--- config.mk ---
export PLATFORM = sky130hd
export DESIGN_NAME = cra_seq_adder
export DESIGN_NICKNAME = d
export VERILOG_FILES = /design/src/rtl/cra_seq_adder.sv
export SDC_FILE = /design/constraint.sdc
export NUM_CORES = 1
export LEC_CHECK = 0
export CORE_ASPECT_RATIO = 1.2
export CORE_UTILIZATION = 48
export DETAILED_ROUTE_END_ITERATION = 10
export MAX_ROUTING_LAYER = met4
export PLACE_DENSITY = 0.76
export SYNTH_ARGS = -nofsm -noshare
export SYNTH_HDL_FRONTEND = slang
export SYNTH_HIERARCHICAL = 1
export SYNTH_SLANG_ARGS = --single-unit
--- constraint.sdc ---
create_clock -name clk -period 10.1 [get_ports clk]
set_clock_uncertainty 0.2 [all_clocks]
set_input_delay 1.01 -clock clk [delete_from_list [all_inputs] [get_ports clk]]
set_output_delay 1.01 -clock clk [all_outputs]
set_load 0.05 [all_outputs]
--- src/rtl/cra_seq_adder.sv ---
// Multi-cycle carry-ripple adder: K bits per clock, carry held between chunks.
// Optional subtract mode with signed overflow under macro CRA_SUB_EN.

module cra_full_adder (
    input  logic i_a,
    input  logic i_b,
    input  logic i_c,
    output logic o_s,
    output logic o_c
);
    assign o_s = i_a ^ i_b ^ i_c;
    assign o_c = (i_a & i_b) | (i_c & (i_a ^ i_b));
endmodule

module cra_seq_adder #(
    parameter int N = 16,
    parameter int K = 4
) (
    input  logic         clk,
    input  logic         rst,
    input  logic         start,
    input  logic         cin,
    input  logic [N-1:0] a,
    input  logic [N-1:0] b,
`ifdef CRA_SUB_EN
    input  logic         sub,
`endif
    output logic         busy,
    output logic         done,
    output logic [N-1:0] s,
`ifdef CRA_SUB_EN
    output logic         ovf,
`endif
    output logic         cout
);
    localparam int NC = N / K;
    localparam int IW = (NC > 1) ? $clog2(NC) : 1;

    typedef enum logic [1:0] {
        IDLE = 2'd0,
        RUN  = 2'd1,
        DONE = 2'd2
    } state_t;

    state_t          r_state;
    state_t          w_next;
    logic [N-1:0]    r_a;
    logic [N-1:0]    r_b;
    logic [N-1:0]    r_s;
    logic            r_carry;
    logic            r_cout;
    logic [IW-1:0]   r_idx;
`ifdef CRA_SUB_EN
    logic            r_ovf;
`endif

    logic [K-1:0]    w_ca;
    logic [K-1:0]    w_cb;
    logic [K-1:0]    w_sum;
    logic [K:0]      w_c;
    logic            w_last;
    logic            w_accept;

    assign w_ca     = r_a[r_idx*K +: K];
    assign w_cb     = r_b[r_idx*K +: K];
    assign w_c[0]   = r_carry;
    assign w_last   = (r_idx == IW'(NC - 1));
    assign w_accept = (r_state != RUN) && start;

    // One K-bit ripple chunk, reused for every chunk index.
    for (genvar g = 0; g < K; g++) begin : g_fa
        cra_full_adder u_fa (
            .i_a (w_ca[g]),
            .i_b (w_cb[g]),
            .i_c (w_c[g]),
            .o_s (w_sum[g]),
            .o_c (w_c[g+1])
        );
    end

    // State register.
    always_ff @(posedge clk) begin
        if (rst) r_state <= IDLE;
        else     r_state <= w_next;
    end

    // Next-state logic; start is only honoured outside RUN.
    always_comb begin
        w_next = r_state;
        unique case (r_state)
            IDLE, DONE: w_next = start ? RUN : IDLE;
            RUN:        w_next = w_last ? DONE : RUN;
            default:    w_next = IDLE;
        endcase
    end

    // Status outputs decoded from the state register.
    always_comb begin
        busy = (r_state == RUN);
        done = (r_state == DONE);
    end

    // Operand capture and chunk-by-chunk accumulation.
    always_ff @(posedge clk) begin
        if (rst) begin
            r_a     <= '0;
            r_b     <= '0;
            r_s     <= '0;
            r_carry <= 1'b0;
            r_cout  <= 1'b0;
            r_idx   <= '0;
`ifdef CRA_SUB_EN
            r_ovf   <= 1'b0;
`endif
        end else if (w_accept) begin
            r_a     <= a;
            r_s     <= '0;
            r_idx   <= '0;
`ifdef CRA_SUB_EN
            r_b     <= sub ? ~b : b;
            r_carry <= sub ? 1'b1 : cin;
`else
            r_b     <= b;
            r_carry <= cin;
`endif
        end else if (r_state == RUN) begin
            r_s[r_idx*K +: K] <= w_sum;
            r_carry           <= w_c[K];
            r_idx             <= w_last ? '0 : r_idx + IW'(1);
            if (w_last) begin
                r_cout <= w_c[K];
`ifdef CRA_SUB_EN
                r_ovf  <= w_c[K] ^ w_c[K-1];
`endif
            end
        end
    end

    assign s    = r_s;
    assign cout = r_cout;
`ifdef CRA_SUB_EN
    assign ovf  = r_ovf;
`endif

endmodule

==> results.py <==
metrics = {
    "timing": {
        "setup_violations": 0,
        "drv_slew": 0,
        "rsz0062_at_grt": "false",
        "worstMarginPinSlew_ns": 0.876,
        "post-route-period-util": 0.410,
        "period_needed_ns": 4.14,
        "whs_ns": 0.256,
        "finalSetupTns_ns": 0,
        "hold_viol_final": 0,
        "slew_headroom": 0.415,
        "fmax_mhz": 241,
    },
    "synthesis": {
        "synth_common_cells": "dfxtp_1, a21oi_1, nand3_1, o21ai_0, nand2_1",
        "synth_top_flop_cell": "dfxtp_1",
        "synth_edf_count": 0,
        "async_flop_share": 0,
        "synthTopCellsByArea": "dfxtp_1, a21oi_1, mux4_2",
        "synth.largest_area_cell": "dfxtp_1",
        "yosysWarningCount": 6,
        "synth_top_area_frac": 0.426,
        "synth_area_per_cell_sq_um": 9.33,
        "syn_area_sq_mm": 0.00254,
        "synth.most_common_cell": "dfxtp_1",
        "synth_sequential_area_ratio": 0.426,
        "syn_nets": 318,
        "ys_seq_elements": 54,
        "postSynthCellCount": 272,
        "synthDistinctLibCells": 31,
    },
    "grt": {
        "antenna_found_initial": 0,
        "grt_first_pass_wirelength_um": 9050,
        "use_met3": 0.0389,
        "overflow": 0,
        "track_usage": 0.224,
        "grt_start_max_net_pins": 52,
        "grtUsageMet1": 0.277,
        "grt_pass1_vias": 1938,
        "grt_use_met2": 0.355,
        "busiest_layer": "met2",
    },
    "die": {
        "initial_core_util": 0.507,
        "pin_count": 55,
        "dieArea_sq_mm": 0.00559,
        "die_height_um": 81.7,
        "fp-row-count": 28,
        "fp.dieW_um": 68.4,
        "core_sq_mm": 0.00501,
    },
    "clock_tree": {
        "hold_buffers": 0,
        "clock_path_buffers": 2,
        "cts_tree": "yes",
        "cts.clk_slew.worst_paths_ns": 0.09,
        "clock_latency_ns": 0.31,
        "root_buffer": "clkbuf_8",
        "cts_sinks": 54,
        "post_cts_resized": 0,
        "post_cts_buffers": 0,
        "cts_buffers": 5,
        "htreeDepth": 2,
    },
    "setup_path": {
        "cp_max_fo": 51,
        "start_kind": "flip-flop",
        "critPathRequiredTime_ns": 8.89,
        "critPathCaptureType": "output port",
        "cp_data_arrival_time_ns": 2.93,
        "ff2ff_setup_slack_ns": 6.15,
        "worstSetupPathType": "flip-flop to output port",
        "r2r_cells": 7,
    },
    "route": {
        "vias": 2115,
        "drtPass1Iterations": 4,
        "drtIter0Drc": 114,
        "routed_wl_um": 5510,
        "drc": 0,
        "ant_nets": 0,
        "viasPerCell": 5.70,
        "wl_per_cell_um": 14.9,
    },
    "layout": {
        "nFillCells": 442,
        "diodes": 0,
        "area_growth_syn_to_layout_pct": 23.5,
        "final_nets": 356,
        "drive_above_1_share": 0.106,
    },
    "pwr": {
        "leakagePower_uw": 0.00104,
        "power_switching_uw": 115,
        "seqPwrFrac": 0.519,
        "p_sw_frac": 0.259,
        "p_clk_frac": 0.324,
        "p_per_area_mw_per_mm2": 141,
        "vdd_ir_drop_max_v": 0.0000776,
        "intPower_uw": 327,
        "combPwrFrac": 0.157,
    },
    "place": {
        "io_buffers": 54,
        "hpwl_um": 3720,
        "gp_congestion": 0.844,
    },
    "job": {
        "cap_viol_max_count": 0,
    },
    "run_status": {
        "status": "completed",
    },
    "hold_path": {
        "min_path_cells": 2,
        "min_path_type": "flip-flop to flip-flop",
    },
}
==> worst max-delay path, stage by stage, from the launching register on <==
cell and delay [ns]:
dfxtp_1 0.48, nand2b_2 0.48, inv_2 0.74, clkdlybuf4s50_1 0.93
==> through the flow <==
stage          utilization  cells  area (sq um)  total power [uW]  setup WS, ns
2_1_floorplan            -    272          2540               280          6.61
3_3_place_gp         0.604    363          3020               301          6.27
3_5_place_dp         0.604    363          3020               303          6.16
4_1_cts              0.626    371          3130               445          5.97
5_1_grt              0.626    371          3130               459          5.75
6_report             0.626    371          3130               442          5.96
==> kinds of logic after synthesis <==
logic type,Yosys count,synth area share
AOI/OAI and AO/OA,86,0.188
adders and majority gates,10,0.0611
buffers and inverters,29,0.0631
DFF,54,0.426
muxes,9,0.0749
and+or+nand+nor,84,0.187
==> placed cells by master, fill, tap and decap left out, types with 2 or more instances in the layout <==
cell and n:
clkbuf_8 5, inv_1 3, fa_1 4, o21ai_0 32, clkdlybuf4s50_1 54, nand3b_1 5, a21oi_1 41, nand3_1 33
nor2_1 3, nand2_1 20, buf_4 2, ha_1 6, mux4_2 8, a21oi_2 10, dfxtp_1 54, nand4_1 16
==> sequential cells by signal, summed over array words and instances (netlist names) <==
| signal | flops |
|---|---|
| r_idx | 2 |
| r_b | 16 |
| r_state | 2 |
| cout | 1 |
| s | 16 |
| r_carry | 1 |
| r_a | 16 |
==> layer usage <==
metal  vias up  routed length (um)
met4         0                 131
li1       1061                   -
met1       982                2440
met2        62                2740
met5         -                   0
met3        10                 204
==> final cells by class <==
| type | instances | area (sq um) | area share |
|---|---|---|---|
| Sequential cell | 54 | 1080 | 0.345 |
| Clock buffer | 6 | 72.6 | 0.0232 |
| Inverter | 4 | 15.0 | 0.00479 |
| Clock inverter | 2 | 37.5 | 0.0120 |
| Tap cell | 60 | 75.1 | 0.0240 |
| Multi-Input combinational cell | 189 | 1300 | 0.414 |
| Timing Repair Buffer | 56 | 556 | 0.177 |
==> power by group through the flow <==
stage               clock (uW)  combinational, uW  sequential, uW
floorplan                    0               47.6             232
global placement             0               67.6             234
detailed placement           0               69.1             234
CTS                        147               69.2             229
global route               153               75.6             231
finish                     143               69.3             229
==> final timing paths <==
check / to / from
max: busy / r_state[0]
min: s[14] / s[14]
max reg2reg: s[7] / r_idx[0]
min reg2reg: s[14] / s[14]
No activity file was read; power rests on OpenSTA's default activity.
